### config.mk
export PLATFORM = sky130hd
export DESIGN_NAME = wubsuit_uart_rx_hub
export DESIGN_NICKNAME = d
export VERILOG_FILES = /design/src/rtl/wubsuit_uart_pkg.sv /design/src/rtl/wubsuit_uart_rx_chan.sv /design/src/rtl/wubsuit_uart_rx_hub.sv
export SDC_FILE = /design/constraint.sdc
export NUM_CORES = 1
export LEC_CHECK = 0
export ABC_CLOCK_PERIOD_IN_PS = 4000
export CORE_MARGIN = 2
export CORE_UTILIZATION = 50
export CTS_CLUSTER_DIAMETER = 150
export CTS_CLUSTER_SIZE = 12
export DETAILED_ROUTE_END_ITERATION = 10
export PLACE_DENSITY = 0.73
export SLEW_MARGIN = 0
export SYNTH_ARGS = -nofsm -noshare
export SYNTH_HDL_FRONTEND = slang
export SYNTH_SLANG_ARGS = --single-unit
### constraint.sdc
create_clock -name SYSCLK -period 4 [get_ports SYSCLK]
set_input_delay 0.6 -clock SYSCLK [delete_from_list [all_inputs] [get_ports SYSCLK]]
set_output_delay 0.6 -clock SYSCLK [all_outputs]
set_load 0.05 [all_outputs]
### src/rtl/wubsuit_uart_pkg.sv
// Shared types and constants for the WubSuit multi-channel UART receiver hub.
package wubsuit_uart_pkg;

  typedef enum logic [2:0] {
    IDLE,
    START,
    DATA,
    STOP,
    BREAK
  } rx_state_t;

  // Bit periods for the 10 MHz SYSCLK
  localparam int unsigned MIDI_CPB = 320;
  localparam int unsigned XBEE_CPB = 1042;

  // Channel-index width; never narrower than one bit
  function automatic int unsigned chw(input int unsigned n);
    return (n <= 1) ? 1 : $clog2(n);
  endfunction

endpackage

### src/rtl/wubsuit_uart_rx_chan.sv
// One 8N1 receive channel: 2-FF synchronizer, framing FSM and byte FIFO.
module wubsuit_uart_rx_chan
  import wubsuit_uart_pkg::*;
#(
  parameter int unsigned CLKS_PER_BIT = MIDI_CPB,
  parameter int unsigned FIFO_DEPTH   = 4
) (
  input  logic       clk,
  input  logic       rst,
  input  logic       rxd,
  input  logic       pop,
  output logic       empty,
  output logic [7:0] data,
  output logic       frame_err,
  output logic       overrun
);

  localparam int unsigned CW = $clog2(CLKS_PER_BIT);
  localparam int unsigned AW = $clog2(FIFO_DEPTH);
  localparam logic [CW-1:0] HALF_M1 = CW'(CLKS_PER_BIT / 2 - 1);
  localparam logic [CW-1:0] FULL_M1 = CW'(CLKS_PER_BIT - 1);

  logic          sync1, line;
  rx_state_t     state, state_n;
  logic [CW-1:0] cnt, cnt_n;
  logic [2:0]    nbit, nbit_n;
  logic [7:0]    shreg, shreg_n;
  logic          push, ferr_n;

  logic [7:0]    mem [FIFO_DEPTH];
  logic [AW-1:0] wptr, rptr;
  logic [AW:0]   count;
  logic          full, wr_en;

  always_ff @(posedge clk) begin
    if (rst) begin
      sync1 <= 1'b1;
      line  <= 1'b1;
    end else begin
      sync1 <= rxd;
      line  <= sync1;
    end
  end

  always_comb begin
    state_n = state;
    cnt_n   = cnt + 1'b1;
    nbit_n  = nbit;
    shreg_n = shreg;
    push    = 1'b0;
    ferr_n  = 1'b0;
    unique case (state)
      IDLE: begin
        cnt_n = '0;
        if (!line) state_n = START;
      end
      START: begin
        if (cnt == HALF_M1) begin
          cnt_n   = '0;
          state_n = line ? IDLE : DATA;
        end
      end
      DATA: begin
        if (cnt == FULL_M1) begin
          cnt_n   = '0;
          shreg_n = {line, shreg[7:1]};
          nbit_n  = nbit + 1'b1;
          if (nbit == 3'd7) state_n = STOP;
        end
      end
      STOP: begin
        if (cnt == FULL_M1) begin
          cnt_n = '0;
          if (line) begin
            push    = 1'b1;
            state_n = IDLE;
          end else begin
            ferr_n  = 1'b1;
            state_n = BREAK;
          end
        end
      end
      BREAK: begin
        cnt_n = '0;
        if (line) state_n = IDLE;
      end
      default: state_n = IDLE;
    endcase
  end

  // A push into a full FIFO still lands when the same cycle pops a slot
  assign empty = (count == '0);
  assign full  = (count == (AW + 1)'(FIFO_DEPTH));
  assign wr_en = push && (!full || pop);
  assign data  = mem[rptr];

  always_ff @(posedge clk) begin
    if (rst) begin
      state     <= IDLE;
      cnt       <= '0;
      nbit      <= '0;
      shreg     <= '0;
      wptr      <= '0;
      rptr      <= '0;
      count     <= '0;
      frame_err <= 1'b0;
      overrun   <= 1'b0;
    end else begin
      state     <= state_n;
      cnt       <= cnt_n;
      nbit      <= nbit_n;
      shreg     <= shreg_n;
      frame_err <= ferr_n;
      overrun   <= push && full && !pop;
      if (wr_en) wptr <= wptr + 1'b1;
      if (pop)   rptr <= rptr + 1'b1;
      count <= count + (AW + 1)'(wr_en) - (AW + 1)'(pop);
    end
  end

  always_ff @(posedge clk) begin
    if (wr_en) mem[wptr] <= shreg;
  end

endmodule

### src/rtl/wubsuit_uart_rx_hub.sv
// NCH-channel UART receiver hub: per-channel receivers merged by a
// round-robin arbiter into one valid/ready byte stream tagged with its channel.
module wubsuit_uart_rx_hub
  import wubsuit_uart_pkg::*;
#(
  parameter int unsigned NCH          = 4,
  parameter int unsigned CLKS_PER_BIT = MIDI_CPB,
  parameter int unsigned FIFO_DEPTH   = 4
) (
  input  logic                  SYSCLK,
  input  logic                  SYSRESET,
  input  logic [NCH-1:0]        RXD,
  output logic                  OUT_VALID,
  input  logic                  OUT_READY,
  output logic [7:0]            OUT_DATA,
  output logic [chw(NCH)-1:0]   OUT_CH,
  output logic [NCH-1:0]        FRAME_ERR,
  output logic [NCH-1:0]        OVERRUN
);

  localparam int unsigned CW = chw(NCH);

  logic [NCH-1:0] empty, pop, avail;
  logic [7:0]     rdata [NCH];
  logic [CW-1:0]  last, grant;
  logic           found, load;
  int unsigned    idx;

  for (genvar g = 0; g < NCH; g++) begin : g_chan
    wubsuit_uart_rx_chan #(
      .CLKS_PER_BIT(CLKS_PER_BIT),
      .FIFO_DEPTH  (FIFO_DEPTH)
    ) u_chan (
      .clk      (SYSCLK),
      .rst      (SYSRESET),
      .rxd      (RXD[g]),
      .pop      (pop[g]),
      .empty    (empty[g]),
      .data     (rdata[g]),
      .frame_err(FRAME_ERR[g]),
      .overrun  (OVERRUN[g])
    );
  end

  // Search begins one past the last grant and wraps, so the last grant is tried last
  always_comb begin
    grant = last;
    found = 1'b0;
    idx   = 0;
    avail = '0;
    for (int unsigned i = 1; i <= NCH; i++) begin
      idx   = (32'(last) + i) % NCH;
      avail = ~empty >> idx;
      if (!found && avail[0]) begin
        grant = CW'(idx);
        found = 1'b1;
      end
    end
  end

  assign load = (!OUT_VALID || OUT_READY) && found;
  assign pop  = load ? (NCH'(1) << grant) : '0;

  always_ff @(posedge SYSCLK) begin
    if (SYSRESET) begin
      OUT_VALID <= 1'b0;
      OUT_DATA  <= '0;
      OUT_CH    <= '0;
      last      <= CW'(NCH - 1);
    end else if (load) begin
      OUT_VALID <= 1'b1;
      OUT_DATA  <= rdata[grant];
      OUT_CH    <= grant;
      last      <= grant;
    end else if (OUT_READY) begin
      OUT_VALID <= 1'b0;
    end
  end

endmodule

==> results of run 1 <==
[final cells by class]
cell class                 instances  area [um^2]  share of cell area [%]
timing repair buffer              29          278                    2.14
tap                              319          399                    3.08
multi-input combinational        600         4440                    34.2
sequential                       285         6990                    53.8
inverter                          33          124                   0.954
clock inverter                     1         5.00                  0.0386
clock buffer                      45          743                    5.73
[kinds of logic after synthesis]
group | after synthesis | share of synthesized area, %
flops | 285 | 59.2
xor+xnor | 48 | 3.56
mux | 63 | 8.73
compound gates | 112 | 6.68
fa+ha+maj | 40 | 4.49
buf+inv | 83 | 3.18
simple gates | 337 | 14.2
[power groups by stage]
stage          Sequential (mW)  Clock (mW)  Combinational [mW]
2_1_floorplan             3.42           0                1.37
3_5_place_dp              3.39           0                1.75
3_3_place_gp              3.39           0                1.72
4_1_cts                   3.33        2.30                1.76
5_1_grt                   3.35        2.40                1.92
6_report                  3.32        2.25                1.74
[cells in the mapped netlist (all sizes together) (2+ instances only)]
cell     instances  area, um^2
dfxtp          157        3140
edfxtp         128        3840
nor2           113         439
nand2           81         304
a21oi           52         272
ha              36         450
inv             33         124
nand3           33         165
mux4            32         721
mux2i           31         310
buf             26         161
clkbuf          24        90.1
xnor2           24         210
xor2            24         210
and3            21         131
nor3            18         123
o21ai           13        76.3
a21o            12        90.1
or2             11        68.8
nor2b           10        62.6
nand4            9        56.3
and4             8        70.1
o22ai            8        50.1
or3              8        65.1
nand2b           7        43.8
nor4             7        58.8
a22oi            6        45.0
fa               4        80.1
nor4b            4        35.0
nor3b            3        22.5
a2111o           2        22.5
a211o            2        17.5
a221oi           2        52.6
and2             2        12.5
o211a            2        20.0
o211ai           2        25.0
o21bai           2        15.0
o2bb2ai          2        17.5
[placed cells by master (no fill, tap or decap), types with 4 or more instances in the layout]
cell type | synthesis | layout
dfxtp_1 | 157 | 157
edfxtp_1 | 128 | 128
nor2_1 | 111 | 111
nand2_1 | 81 | 81
a21oi_1 | 49 | 49
ha_1 | 36 | 36
inv_1 | 33 | 33
nand3_1 | 33 | 33
mux4_2 | 32 | 32
mux2i_1 | 31 | 31
clkbuf_16 | 0 | 27
xnor2_1 | 24 | 24
xor2_1 | 24 | 24
clkdlybuf4s50_1 | 0 | 24
and3_1 | 21 | 21
clkbuf_1 | 24 | 18
nor3_1 | 14 | 14
a21o_1 | 12 | 12
o21ai_0 | 12 | 12
nor2b_1 | 10 | 10
or2_2 | 10 | 10
nand4_1 | 9 | 9
and4_1 | 8 | 8
o22ai_1 | 8 | 8
nand2b_1 | 7 | 7
a22oi_1 | 6 | 6
nor4_1 | 6 | 6
or3_1 | 5 | 5
buf_4 | 10 | 5
nor4b_1 | 4 | 4
fa_1 | 4 | 4
[per-stage QoR]
stage,worst slack (ns),power [mW]
finish,0.793,7.32
global route,0.624,7.67
CTS,0.798,7.39
detailed placement,0.640,5.14
global placement,0.710,5.11
floorplan,1.11,4.80
[state kept, by name, summed over array words and instances, names as in the netlist, 8 cells and up, named ones only]
register and count:
OUT_DATA 8, g_chan.u_chan.cnt 36, g_chan.u_chan.count 12, g_chan.u_chan.mem 128, g_chan.u_chan.nbit 12, g_chan.u_chan.rptr 8, g_chan.u_chan.shreg 32, g_chan.u_chan.state 12
g_chan.u_chan.wptr 8
[worst register-to-register path, stage by stage, from the launching register on]
cell	delay, ns
dfxtp_1	0.34
or3_1	0.57
a221oi_4	0.38
o21ai_4	0.16
buf_4	0.28
o211a_1	0.29
nor2_1	0.11
ha_1	0.16
inv_1	0.05
fa_1	0.39
xor2_1	0.17
xnor2_1	0.13
nor2_1	0.05
[worst paths after layout]
| check | start | end | depth (start not counted) |
|---|---|---|---|
| hold reg to reg | g_chan[0].u_chan.sync1$_SDFF_PP1_ | g_chan[0].u_chan.line$_SDFF_PP1_ | 1 |
| setup / recovery | g_chan[1].u_chan.count[2]$_SDFF_PP0_ | g_chan[0].u_chan.count[2]$_SDFF_PP0_ | 12 |
| setup reg to reg | g_chan[1].u_chan.count[2]$_SDFF_PP0_ | g_chan[0].u_chan.count[2]$_SDFF_PP0_ | 12 |
| hold / removal | g_chan[0].u_chan.sync1$_SDFF_PP1_ | g_chan[0].u_chan.line$_SDFF_PP1_ | 1 |
[metal layers]
layer / up-vias / part of all wire (%) / track usage (%)
met5: - / 0 / 0
li1: 3458 / - / -
met1: 3340 / 48 / 24.2
met4: 0 / 2.2 / 4.68
met3: 38 / 3.8 / 2.44
met2: 126 / 46 / 27.1
==> impl_metrics.env, run 1 <==
export IMPL_p_switching_mw=2.17
export IMPL_rrSetupSlack_ns=0.79
export IMPL_yosysWarnings=0
export IMPL_fin_util_pct=55.6
export IMPL_grt_pass1_wl_um=34000
export IMPL_slowest_delay_ns=0.57
export IMPL_post_dp_cell_area_um2=12200
export IMPL_htreeDepth=1
export IMPL_status="finished, final reports clean"
export IMPL_grt_ovfl_total=0
export IMPL_combPwrFrac_pct=23.8
export IMPL_grtUsageTotal_pct=16.9
export IMPL_design_portCount=26
export IMPL_num_fill_cells=1929
export IMPL_yosysSeqAreaShare_pct=59.2
export IMPL_num_rows=56
export IMPL_worst_pin_slew_ns=0.687
export IMPL_ant_nets=0
export IMPL_die_area_um2=24900
export IMPL_antennaDiodeCount=0
export IMPL_grt_max_degree=47
export IMPL_synth_cell_types=58
export IMPL_max_vdd_ir_drop_mv=0.447
export IMPL_clkTransAtPathRegs_ns=0.06
export IMPL_clock_fmax_mhz=312
export IMPL_internal_power_mw=5.15
export IMPL_drc=0
export IMPL_start_kind="flop"
export IMPL_area_growth_pct=9.94
export IMPL_die_w_um=158
export IMPL_drv_cap=0
export IMPL_worst_hold_slack_ns=0.410
export IMPL_crit_buf_inv=2
export IMPL_pwr_share_seq_pct=45.4
export IMPL_clk_path_buf_depth=3
export IMPL_min_path_type="flop to flop"
export IMPL_finalSetupViolCount=0
export IMPL_initial_core_util_pct=50.6
export IMPL_drtIter0Drc=450
export IMPL_crit_fanout=20
export IMPL_cts_hold_buf=0
export IMPL_cts_resized=0
export IMPL_synthCells=968
export IMPL_clock_power_share_pct=30.8
export IMPL_rsz0062_at_grt="false"
export IMPL_slew_violations=0
export IMPL_dieHeight_um=158
export IMPL_place_congestion=0.782
export IMPL_p_leak_nw=4.63
export IMPL_drt_vias_per_instance=5.31
export IMPL_final_area_um2=13000
export IMPL_crit_required_ns=4.39
export IMPL_core_um2=23300
export IMPL_instances_no_fill=1312
export IMPL_power_density_nw_per_um2=564
export IMPL_synth_flop_cell="dfxtp_1"
export IMPL_finalHoldViolations=0
export IMPL_routed_via_count=6962
export IMPL_final_nets=1023
export IMPL_switching_share_pct=29.6
export IMPL_clkLatencyLatePin_ns=0.52
export IMPL_async_flop_share_pct=0
export IMPL_syn_nets=1015
export IMPL_path_cells="or3_1 > a221oi_4 > o21ai_4 > buf_4 > o211a_1 > nor2_1 > ha_1 > inv_1 > fa_1 > xor2_1 > xnor2_1 > nor2_1"
export IMPL_syn_avg_cell_area_um2=12.2
export IMPL_final_period_utilization_pct=80.2
export IMPL_synth_seq_cells=285
export IMPL_cts_num_sinks=285
export IMPL_path_delay_family="compound AO/OA/AOI/OAI gates"
export IMPL_routed_wl_um=20300
export IMPL_tns_ns=0
export IMPL_drive_above_1_share_pct=9.67
export IMPL_wl_per_cell_um=15.5
export IMPL_critPathCaptureType="flop"
export IMPL_relSlewSlack_pct=54.0
export IMPL_antenna_found_initial=0
export IMPL_synth_edf_count=128
export IMPL_fin_crit_ns=3.21
export IMPL_grt_pass1_vias=6792
export IMPL_dp_cells=1266
export IMPL_cts_root_buf="clkbuf_16"
export IMPL_fin_skew_ns=0.00908
export IMPL_portBuffers=25
export IMPL_cp_slowest_cell="or3_1"
export IMPL_dpl_hpwl_um=13500
export IMPL_cts_made_buffers=27
export IMPL_cp_common_cell="nor2_1"
export IMPL_postCtsSetupBuffers=0
export IMPL_crit_type="flop to flop"
export IMPL_tritoncts="yes"
export IMPL_cp_arrival_ns=3.60
export IMPL_drt_pass1_iter_count=5
export IMPL_syn_area_um2=11800
No activity file was read; power rests on OpenSTA's default activity.
==> run 2: changes to the inputs <==
--- a/config.mk
+++ b/config.mk
@@ -5,13 +5,13 @@
 export SDC_FILE = /design/constraint.sdc
 export NUM_CORES = 1
 export LEC_CHECK = 0
-export ABC_CLOCK_PERIOD_IN_PS = 4000
+export ABC_CLOCK_PERIOD_IN_PS = 2700
 export CORE_MARGIN = 2
 export CORE_UTILIZATION = 50
 export CTS_CLUSTER_DIAMETER = 150
 export CTS_CLUSTER_SIZE = 12
 export DETAILED_ROUTE_END_ITERATION = 10
-export PLACE_DENSITY = 0.73
+export PLACE_DENSITY = 0.76
 export SLEW_MARGIN = 0
 export SYNTH_ARGS = -nofsm -noshare
 export SYNTH_HDL_FRONTEND = slang
==> constraint.sdc (replaced) <==
create_clock -name SYSCLK -period 2.7 [get_ports SYSCLK]
set_input_delay 0.405 -clock SYSCLK [delete_from_list [all_inputs] [get_ports SYSCLK]]
set_output_delay 0.405 -clock SYSCLK [all_outputs]
set_load 0.05 [all_outputs]
==> impl_metrics.env, run 2 (synthesis gave the netlist of run 1 again) <==
export IMPL_min_path_type="primary input to flop"
export IMPL_combPwrFrac_pct=30.4
export IMPL_r2r_cells=14
export IMPL_layout_commonest_cell="dfxtp_1"
export IMPL_cp_depth=14
export IMPL_drv_cap=0
export IMPL_die_area_um2=24900
export IMPL_p_switching_mw=3.56
export IMPL_portBuffers=25
export IMPL_drtIter0Drc=411
export IMPL_grt_pass1_wl_um=35300
export IMPL_final_nets=1090
export IMPL_finalSetupViolCount=2
export IMPL_initial_core_util_pct=50.6
export IMPL_relSlewSlack_pct=56.0
export IMPL_pwr_share_seq_pct=41.5
export IMPL_grt_ovfl_total=0
export IMPL_cp_slowest_cell="o32a_4"
export IMPL_status="complete, but fails checks"
export IMPL_grt_max_degree=68
export IMPL_start_kind="flop"
export IMPL_htreeDepth=1
export IMPL_finalHoldViolations=0
export IMPL_max_vdd_ir_drop_mv=0.605
export IMPL_instances_no_fill=1378
export IMPL_switching_share_pct=30.1
export IMPL_path_delay_family="adder cells"
export IMPL_internal_power_mw=8.27
export IMPL_crit_type="flop to flop"
export IMPL_die_w_um=158
export IMPL_slew_violations=0
export IMPL_crit_fanout=3
export IMPL_crit_buf_inv=4
export IMPL_area_growth_pct=16.6
export IMPL_tns_ns=-0.0135
export IMPL_grt_pass1_vias=7087
export IMPL_r2r_start="g_chan[2].u_chan.count[1]$_SDFF_PP0_"
export IMPL_layout_common_cells="dfxtp_1 (152), edfxtp_1 (128), nor2_1 (107)"
export IMPL_drc=0
export IMPL_drive_above_1_share_pct=18.3
export IMPL_r2r_end="g_chan[0].u_chan.count[2]$_SDFF_PP0_"
export IMPL_critPathCaptureType="flop"
export IMPL_core_um2=23300
export IMPL_routed_via_count=7320
export IMPL_crit_required_ns=3.10
export IMPL_dp_cells=1325
export IMPL_routed_wl_um=21900
export IMPL_fin_skew_ns=0.0134
export IMPL_worst_pin_slew_ns=0.661
export IMPL_grtUsageTotal_pct=17.6
export IMPL_rrSetupSlack_ns=-0.01
export IMPL_cts_num_sinks=285
export IMPL_antenna_found_initial=0
export IMPL_design_portCount=26
export IMPL_dieHeight_um=158
export IMPL_path_cells="buf_4 > nor3_4 > a22oi_2 > o32a_4 > buf_4 > nor2_4 > ha_4 > inv_4 > ha_4 > inv_2 > fa_2 > xor2_1 > xnor2_1 > nor2_1"
export IMPL_clk_path_buf_depth=3
export IMPL_clock_fmax_mhz=369
export IMPL_fin_crit_ns=2.71
export IMPL_crit_start="g_chan[2].u_chan.count[1]$_SDFF_PP0_"
export IMPL_crit_end="g_chan[0].u_chan.count[2]$_SDFF_PP0_"
export IMPL_power_density_nw_per_um2=859
export IMPL_fin_util_pct=59.0
export IMPL_top_register="g_chan.u_chan.mem"
export IMPL_cts_hold_buf=0
export IMPL_final_period_utilization_pct=100
export IMPL_wl_per_cell_um=15.9
export IMPL_dpl_hpwl_um=14400
export IMPL_reg_largest_list="g_chan.u_chan.mem: 128 flops, g_chan.u_chan.cnt: 36 flops, g_chan.u_chan.shreg: 32 flops"
export IMPL_p_leak_nw=5.02
export IMPL_cp_arrival_ns=3.11
export IMPL_setup_slack_ns=-0.0125
export IMPL_rsz0062_at_grt="true"
export IMPL_violations="setup timing"
export IMPL_ant_nets=0
export IMPL_drt_vias_per_instance=5.31
export IMPL_antennaDiodeCount=0
export IMPL_cts_made_buffers=27
export IMPL_num_rows=56
export IMPL_cts_root_buf="clkbuf_16"
export IMPL_slowest_delay_ns=0.42
export IMPL_clkTransAtPathRegs_ns=0.06
export IMPL_tritoncts="yes"
export IMPL_place_congestion=0.778
export IMPL_clkLatencyLatePin_ns=0.53
export IMPL_largest_register_ffs=128
export IMPL_drt_pass1_iter_count=5
export IMPL_clock_power_share_pct=28.2
## run 2: changes by cell type in the layout (fill, tap and decap cells not counted), sizes merged
cell / change
clkbuf: -1
buf: +67
## run 2: worst min-delay path by stage
| stage | endpoint | start | slack, ns | depth (start not counted) |
|---|---|---|---|---|
| after floorplan | g_chan[0].u_chan.line$_SDFF_PP1_ | g_chan[0].u_chan.sync1$_SDFF_PP1_ | 0.39 | 1 |
| after CTS | g_chan[0].u_chan.rptr[0]$_SDFFE_PP0P_ | SYSRESET | 0.27 | 2 |
| after detailed placement | g_chan[0].u_chan.line$_SDFF_PP1_ | g_chan[0].u_chan.sync1$_SDFF_PP1_ | 0.40 | 1 |
| after global placement | g_chan[1].u_chan.line$_SDFF_PP1_ | g_chan[1].u_chan.sync1$_SDFF_PP1_ | 0.39 | 1 |
| final | g_chan[1].u_chan.rptr[0]$_SDFFE_PP0N_ | SYSRESET | 0.29 | 2 |
| after global routing | g_chan[1].u_chan.wptr[0]$_SDFFE_PP0P_ | SYSRESET | 0.30 | 2 |
## run 2: power by group through the flow
stage,Combinational (mW),Clock (mW),Sequential (mW)
finish,3.59,3.33,4.91
global route,3.85,3.57,4.94
CTS,3.36,3.41,4.90
detailed placement,3.08,0,5.00
global placement,3.03,0,4.98
floorplan,2.05,0,5.08
## run 2: timing repair
| action | 4_1_cts | 5_1_grt |
|---|---|---|
| setup buffers | 5 | 4 |
| gates resized for setup | 21 | 20 |
| endpoints found under the setup margin | 3 | 72 |
| pin swaps | 18 | 28 |
## run 2: through the flow
stage / area (um^2) / hold WS, ns / setup slack, ns / power, mW
after detailed placement: 12800 / 0.396 / -0.346 / 8.07
after global placement: 12800 / 0.392 / -0.310 / 8.01
after CTS: 13700 / 0.272 / -0.0831 / 11.7
final: 13800 / 0.287 / -0.0125 / 11.8
after global routing: 13800 / 0.298 / -0.115 / 12.4
after floorplan: 11800 / 0.389 / -0.0735 / 7.13
## run 2: layout make-up
type / instances / area, um^2
clock inverter: 1 / 5.00
fill: 1835 / 9570
timing repair buffer: 96 / 900
tap: 319 / 399
sequential: 285 / 6990
multi-input combinational: 600 / 4600
clock buffer: 44 / 739
inverter: 33 / 126
## run 2: routing by layer
layer | vias up | global-route usage, % | routed length (um)
met1 | 3558 | 24.6 | 10000
met3 | 26 | 2.08 | 883
met2 | 132 | 29.3 | 10600
li1 | 3604 | - | -
met4 | 0 | 4.55 | 391
met5 | - | 0 | 0
